==> config.mk <==
export PLATFORM = sky130hd
export DESIGN_NAME = pc_stack_unit
export DESIGN_NICKNAME = d
export VERILOG_FILES = /design/src/rtl/pc_stack_unit.sv
export SDC_FILE = /design/constraint.sdc
export NUM_CORES = 1
export LEC_CHECK = 0
export ABC_AREA = 0
export CORE_ASPECT_RATIO = 0.5
export CORE_MARGIN = 1.5
export CORE_UTILIZATION = 55
export CTS_BUF_LIST = sky130_fd_sc_hd__clkbuf_4 sky130_fd_sc_hd__clkbuf_8 sky130_fd_sc_hd__clkbuf_16
export CTS_CLUSTER_SIZE = 28
export DETAILED_ROUTE_END_ITERATION = 6
export GPL_TIMING_DRIVEN = 0
export PLACE_DENSITY = 0.9
export SLEW_MARGIN = 5
export SYNTH_ARGS = -nofsm -noshare
export SYNTH_HDL_FRONTEND = slang
export SYNTH_SLANG_ARGS = --single-unit
==> constraint.sdc <==
create_clock -name clk -period 4.95 [get_ports clk]
set_clock_uncertainty 0.05 [all_clocks]
set_input_delay 1.2375 -clock clk [delete_from_list [all_inputs] [get_ports clk]]
set_output_delay 1.2375 -clock clk [all_outputs]
set_load 0.02 [all_outputs]
==> src/rtl/pc_stack_unit.sv <==
// pc_stack_unit: program counter with increment, jump, and subroutine
// call/return through an internal circular return-address stack.
// Optional build macro PC_STACK_ERR_EN: when defined, overflow/underflow
// are refused and flagged on a sticky err output; when undefined, overflow
// overwrites the oldest entry, underflow returns to address 0, and err is 0.
module pc_stack_unit #(
    parameter int PC_WIDTH    = 10,
    parameter int STACK_DEPTH = 4
) (
    input  logic                               clk,
    input  logic                               reset,
    input  logic                               hold,
    input  logic                               s_inc,
    input  logic                               call,
    input  logic                               ret,
    input  logic [PC_WIDTH-1:0]                target,
    output logic [PC_WIDTH-1:0]                pc,
    output logic [PC_WIDTH-1:0]                tos,
    output logic [$clog2(STACK_DEPTH+1)-1:0]   depth,
    output logic                               empty,
    output logic                               full,
    output logic                               err
);

    localparam int DW = $clog2(STACK_DEPTH + 1);
    localparam int PW = (STACK_DEPTH > 1) ? $clog2(STACK_DEPTH) : 1;
    localparam logic [DW-1:0] DEPTH_MAX = DW'(STACK_DEPTH);
    localparam logic [PW-1:0] LAST_PTR  = PW'(STACK_DEPTH - 1);

    logic [PC_WIDTH-1:0] pc_q, pc_d;
    logic [PC_WIDTH-1:0] tos_q, tos_d;
    logic [PW-1:0]       wr_ptr_q, wr_ptr_d;
    logic [DW-1:0]       count_q, count_d;
    logic                empty_q, empty_d;
    logic                full_q, full_d;
    logic [PC_WIDTH-1:0] stack_q [STACK_DEPTH];
    logic [PC_WIDTH-1:0] stack_d [STACK_DEPTH];
`ifdef PC_STACK_ERR_EN
    logic                err_q, err_d;
`endif

    logic [PC_WIDTH-1:0] pc_inc_s;
    logic [PW-1:0]       ptr_inc_s;
    logic [PW-1:0]       ptr_dec_s;
    logic [PW-1:0]       ptr_dec2_s;

    // Wrapping pointer neighbours (depth need not be a power of two) and pc+1.
    always_comb begin
        pc_inc_s   = pc_q + PC_WIDTH'(1);
        ptr_inc_s  = (wr_ptr_q == LAST_PTR) ? '0 : wr_ptr_q + PW'(1);
        ptr_dec_s  = (wr_ptr_q == '0) ? LAST_PTR : wr_ptr_q - PW'(1);
        ptr_dec2_s = (ptr_dec_s == '0) ? LAST_PTR : ptr_dec_s - PW'(1);
    end

    // Next-state selection: hold > ret > call > jump > increment.
    always_comb begin
        pc_d     = pc_q;
        tos_d    = tos_q;
        wr_ptr_d = wr_ptr_q;
        count_d  = count_q;
        stack_d  = stack_q;
`ifdef PC_STACK_ERR_EN
        err_d    = err_q;
`endif
        if (hold) begin
            pc_d = pc_q;
        end else if (ret) begin
            if (count_q != '0) begin
                pc_d     = tos_q;
                wr_ptr_d = ptr_dec_s;
                count_d  = count_q - DW'(1);
                // The entry beneath the popped one becomes the new top.
                tos_d    = (count_q > DW'(1)) ? stack_q[ptr_dec2_s] : '0;
            end else begin
`ifdef PC_STACK_ERR_EN
                pc_d  = pc_inc_s;
                err_d = 1'b1;
`else
                pc_d  = '0;
`endif
            end
        end else if (call) begin
            if (count_q != DEPTH_MAX) begin
                stack_d[wr_ptr_q] = pc_inc_s;
                wr_ptr_d          = ptr_inc_s;
                count_d           = count_q + DW'(1);
                tos_d             = pc_inc_s;
                pc_d              = target;
            end else begin
`ifdef PC_STACK_ERR_EN
                pc_d  = pc_inc_s;
                err_d = 1'b1;
`else
                // When full the write pointer sits on the oldest entry.
                stack_d[wr_ptr_q] = pc_inc_s;
                wr_ptr_d          = ptr_inc_s;
                tos_d             = pc_inc_s;
                pc_d              = target;
`endif
            end
        end else if (!s_inc) begin
            pc_d = target;
        end else begin
            pc_d = pc_inc_s;
        end
        empty_d = (count_d == '0);
        full_d  = (count_d == DEPTH_MAX);
    end

    // State registers with asynchronous active-high reset.
    always_ff @(posedge clk or posedge reset) begin
        if (reset) begin
            pc_q     <= '0;
            tos_q    <= '0;
            wr_ptr_q <= '0;
            count_q  <= '0;
            empty_q  <= 1'b1;
            full_q   <= 1'b0;
            for (int i = 0; i < STACK_DEPTH; i++) begin
                stack_q[i] <= '0;
            end
`ifdef PC_STACK_ERR_EN
            err_q    <= 1'b0;
`endif
        end else begin
            pc_q     <= pc_d;
            tos_q    <= tos_d;
            wr_ptr_q <= wr_ptr_d;
            count_q  <= count_d;
            empty_q  <= empty_d;
            full_q   <= full_d;
            for (int i = 0; i < STACK_DEPTH; i++) begin
                stack_q[i] <= stack_d[i];
            end
`ifdef PC_STACK_ERR_EN
            err_q    <= err_d;
`endif
        end
    end

    assign pc    = pc_q;
    assign tos   = tos_q;
    assign depth = count_q;
    assign empty = empty_q;
    assign full  = full_q;
`ifdef PC_STACK_ERR_EN
    assign err   = err_q;
`else
    assign err   = 1'b0;
`endif

endmodule

==> flow_summary.ini <==
[power]
ir_drop_mv = 0.3200
p_per_area_nw_per_um2 = 666.4
p_leak_nw = 1.862

[cts]
cts_resized = 0
htreeDepth = 3
cts_tree = built
cts_buffers = 9
cts.clk_slew.worst_paths_ns = 0.06
cts-root-buf = clkbuf_16
clkSinkCount = 67
post_cts_buffers = 0
hold_buffers = 0
clockBufferDepth = 2
insertion_delay_ns = 0.33

[worst_setup_path]
path_max_fanout = 10
reg2reg_slack_ns = 2.62
crit_top_cell = buf_2
arrival_ns = 3.18
crit_path_end_kind = flop
cp_slowest_cell = clkdlybuf4s50_1
critPathMaxStageDelay_ns = 0.41
crit_type = primary input to flop
worstSetupStartpointType = primary input
cp_cell_sequence = clkdlybuf4s50_1 > buf_2 > nor2_1 > buf_4 > nand3_1 > buf_2 > nand2_1 > o21ai_0
crit_required_ns = 5.09

[synthesis]
synth_fp_nets = 351
synthArstFlopShare = 1.000
yosys_warnings = 0
syn-mean-instance-area_um2 = 10.68
seq_area_frac_synth = 0.4819
synth-seq-cells = 67
synthCells = 326
synth_top_area_frac = 0.4743
yosys.area.top_type = dfrtp_1
synthesis.area_um2 = 3482
synth_edf_count = 0
synth_area_leaders = dfrtp_1 47%, mux4_1 6.0%, a21oi_1 4.6%
synthDistinctLibCells = 56
synthFlopType = dfrtp_1

[cells_and_area]
ff_latch_area_um2 = 1678
post_route_cells_drive_above_1_share = 0.1571
area_delta_synth_final_pct = 23.54
diodes = 0
final_area_um2 = 4302
multi_input_area_um2 = 1643
filler_cell_count = 404
nets = 402

[routing]
wl_per_cell_um = 20.69
drt.antenna.violating_nets = 0
viasPerCell = 6.321
vias = 2971
drc = 0
drt_first_pass_iters = 7
drt_iter0_drc = 329
wirelength_um = 9722

[sta]
period_share = 0.6135
rsz0062_at_grt = no
timing.final.crit_period_ns = 3.037
slew_headroom = 0.4900
timing_hold_violations_final = 0
final_max_slew_viol_count = 0
hold_slack_ns = 0.4307
tightest_slew_ns = 0.7638
setup-violations-final = 0
max_freq_ghz = 0.3293
finalSetupTns_ns = 0

[placement]
placed_cell_area_um2 = 4003
hpwl_um = 6291
portBuffers = 39
routabilityCongestion = 0.8608

[floorplan]
io-pin-count = 42
die_area_um2 = 6847
die_h_um = 59.27
core_area_um2 = 6081
die_w_um = 115.5
start_util = 0.5726
row_count = 20

[grt]
antenna_found_initial = 0
grt-ovfl-total = 0
grt_pass1_wl_um = 15430
grt_max_degree = 36
grt_usage = 0.3061
grt_pass1_vias = 2918

[outcome]
outcome = finished, final reports clean

[hold_path]
min_path_type = flop to flop

[run]
maxCapViolations = 0
==> final timing paths <==
kind                        startpoint          end  cells after the start
setup / recovery                   ret   stack_q[6]                      8
hold / removal              stack_q[3]   stack_q[3]                      2
setup reg to reg           wr_ptr_q[0]       tos[3]                      6
hold reg to reg             stack_q[3]   stack_q[3]                      2
max in group asynchronous        reset  stack_q[36]                      3
min in group asynchronous        reset        pc[7]                      2
==> Yosys cell counts, types with 4 or more instances <==
cell type,instances
a211oi_1,4
a21oi_1,32
a221o_1,4
a31oi_1,6
and2_1,7
and3_1,7
buf_2,12
dfrtp_1,66
ha_1,9
inv_1,11
mux2_2,10
mux4_1,8
nand2_1,23
nand3_1,4
nor2_1,35
o211ai_1,4
o21ai_0,21
xnor2_1,4
==> stage by stage <==
stage | power, W | worst slack [ns] | instances | utilization
after floorplan | 0.001754 | 1.981 | 326 | -
after global placement | 0.002077 | 1.062 | 453 | 0.6549
after detailed placement | 0.002157 | 1.613 | 454 | 0.6582
after CTS | 0.002835 | 1.948 | 470 | 0.7074
after global routing | 0.002994 | 1.777 | 470 | 0.7074
final | 0.002867 | 1.913 | 470 | 0.7074
==> state kept, by name, summed over array words and instances (netlist names) <==
register  count
full          1
pc           10
empty         1
wr_ptr_q      2
stack_q      40
tos          10
depth         3
==> layer usage <==
metal,share of wire,wire length (um),up-vias,global-route usage
met4,0.021,201,0,0.1182
met1,0.41,3954,1480,0.4149
met5,0,0,-,0
met2,0.49,4773,173,0.4911
li1,-,-,1290,-
met3,0.082,793,28,0.06953
==> cells in the final DEF, fill, tap and decap left out, drive strengths merged, types with 4 or more instances in the layout <==
cell	instances
clkdlybuf4s50	39
nor2	36
nand3	5
mux2	11
mux4	10
nand2	23
inv	14
and3	7
ha	9
nand2b	5
o21ai	23
xnor2	4
a211oi	4
a31oi	6
dfrtp	66
clkbuf	11
and2	9
a21oi	32
buf	18
o211ai	4
a221o	4
==> report_power, final <==
group	total [W]	internal, W	switching [W]
Clock	0.000644	0.000393	0.000251
Sequential	0.000993	0.000796	0.000197
Combinational	0.00123	0.000597	0.000632
Total	0.00287	0.00179	0.00108
==> critical path: cells and delay by family <==
family | cells | cell delay [ns]
AO/OA/AOI/OAI | 1 | 0.09
buffers and inverters | 4 | 1.16
AND/OR/NAND/NOR | 3 | 0.68
==> cell type report <==
type,instances,share of cell area
Inverter,12,0.01047
Clock inverter,7,0.01716
Sequential cell,67,0.3901
Tap cell,88,0.02560
Buffer,19,0.02705
Clock buffer,9,0.05236
Multi-Input combinational cell,228,0.3819
Timing Repair Buffer,40,0.09540
==> logic make-up (layout without fill, tap and decap cells) <==
logic type / Yosys count / in the layout / share of synthesized area
other: 1 / 1 / 0.001077
DFF: 67 / 67 / 0.4819
buffers and inverters: 31 / 87 / 0.04635
AOI/OAI and AO/OA: 95 / 95 / 0.1754
xor gates and xnor gates: 6 / 6 / 0.01509
and+or+nand+nor: 95 / 95 / 0.1351
adders and majority gates: 9 / 9 / 0.03234
muxes: 22 / 22 / 0.1128
(Power assumes the default switching activity.)
==> variant: new RTL, same settings <==
Build with the macro `PC_STACK_ERR_EN` defined.
--- a/src/rtl/pc_stack_unit.sv
+++ b/src/rtl/pc_stack_unit.sv
@@ -5,2 +5,4 @@
 // overwrites the oldest entry, underflow returns to address 0, and err is 0.
+`define PC_STACK_ERR_EN
+
 module pc_stack_unit #(
Function: changed (a bounded check fails within 4 cycles, from zero or initial values and one cycle with reset high).
==> variant against the unedited design <==
  * Worst setup slack got worse by 250 ps
  * Maximum frequency is 7.5% lower
  * First-iteration DRC count up 41%
  * Routed wire length increased by 2.3%
  * Synthesized area is 4.2% higher
  * Power grew 2.5%
  * Final area is 2.5% higher
  * Via count increased by 9.5%
  * Sequential cell count increased by 1
  * Critical path type unchanged
  * Largest cell class is now multi-input combinational cells
  * Largest power group unchanged
  * Highest routed layer unchanged
==> variant: results (changes against the unedited design) <==
Status = finished, final reports clean
Buffers on Ports = 40 (+2.6%)
Vias in the first global route = 3115 (+6.8%)
DR WL/cell = 19.2 um (-7.0%)
Hold depth = 1 (-1)
Via count = 3254 (+9.5%)
Post-CTS Resized = 0 (unchanged)
CP Data Arrival Time = 3410 ps (+230 ps)
Hold endpoint = err
Number of flip-flops under the largest register name = 40 (unchanged)
Met3 track demand over resource = 0.105 (+0.0357)
Peak supply drop = 246 uV (-23%)
Largest net degree at the start of global routing = 69 (+92%)
Dominant cells by area after synthesis = dfrtp_1, mux4_2, o21ai_0
Non-Filler Instances = 517 (+10%)
Max FO, Critical Path = 10 (unchanged)
# diodes = 0 (unchanged)
Worst-margin pin slew = 897 ps (+134 ps)
Inserted Clock Buffers = 9 (unchanged)
DR iter-0 viols = 465 (+41%)
Global Route Usage Sum = 0.306 (-0.000336)
FF-to-FF setup slack = 2500 ps (-120 ps)
Synthesized Nets = 399 (+14%)
Worst hold path type = reg2reg
RR Startpoint = wr_ptr_q[0]
Final GP Congestion = 0.889 (+3.3%)
Commonest cells post-synth = dfrtp_1, nand2_1, o21ai_0
Nets@finish = 450 (+12%)
Crit path launch = call
RR Endpoint = tos[5]
Share of cells above drive strength 1 = 0.112 (-0.0452)
Clock tree buffer depth = 2 (unchanged)
First-pass GRT wire length = 16.5 mm (+7.1%)
Inst Count DP = 502 (+11%)
Synth unique cells = 55 (-1.8%)
Fillers = 410 (+1.5%)
Biggest register = stack_q
R2R cell count = 7 (+1)
Leakage Power = 1.83 nW (-1.6%)
DRT Pass-1 Iters = 5 (-2)
Sequential fraction of the synthesis area = 0.469 (-0.0127)
Initial antenna violation count = 0 (unchanged)
Hpwl dp = 6.44 mm (+2.4%)
Post-Synthesis Cells = 374 (+15%)
Worst hold start = err
M1 GR Usage = 0.408 (-0.00730)
M2 GR Usage = 0.494 (+0.00261)
## variant: kinds of logic after synthesis
family                   Yosys count  share of synthesized area
buffers and inverters             38                     0.0469
flip-flops                        68                      0.469
AND/OR/NAND/NOR                  132                      0.176
multiplexers                      14                     0.0745
adder cells (fa/ha/maj)            9                     0.0310
AO/OA/AOI/OAI                    105                      0.183
XOR/XNOR                           8                     0.0193
## variant: through the flow
step                hold WS [ps]  worst slack, ps  instance area (sq um)  total power [W]
detailed placement           412             1420                   4140          0.00230
CTS                          428             1770                   4410          0.00291
finish                       425             1670                   4410          0.00294
global placement             407              806                   4140          0.00224
floorplan                    395             1950                   3630          0.00185
global route                 460             1590                   4410          0.00310
## variant: worst max-delay path, stage by stage
cell	delay, ps
clkdlybuf4s50_1	650
nor3b_2	470
nand3_1	440
clkbuf_1	370
nand2_1	140
o21ai_0	100
## variant: layer usage
| layer | routed length, um | up-vias |
|---|---|---|
| li1 | - | 1454 |
| met2 | 4620 | 196 |
| met3 | 1080 | 22 |
| met4 | 161 | 0 |
| met5 | 0 | - |
| met1 | 4090 | 1582 |
## variant: cell type report
cell class | count | area [sq um] | area share
Buffer | 27 | 129 | 0.0292
Sequential cell | 68 | 1700 | 0.386
Multi-Input combinational cell | 268 | 1760 | 0.398
Timing Repair Buffer | 40 | 400 | 0.0908
Tap cell | 88 | 110 | 0.0250
Clock buffer | 9 | 225 | 0.0511
Inverter | 11 | 43.8 | 0.00993
Clock inverter | 6 | 42.5 | 0.00965
## variant: worst max path at each step
stage | endpoint | slack [ps] | depth (start not counted)
after floorplan | depth[0] | 1950 | 1
after global placement | err | 810 | 2
after detailed placement | stack_q[17] | 1420 | 6
after CTS | stack_q[10] | 1770 | 5
after global routing | stack_q[10] | 1590 | 6
final | stack_q[33] | 1670 | 6
## variant: report_power, final
part	internal (W)	leakage [nW]	switching, W
Combinational	0.000608	0.873	0.000749
Sequential	0.000810	0.831	0.000192
Clock	0.000335	0.127	0.000245
Total	0.00175	1.83	0.00119
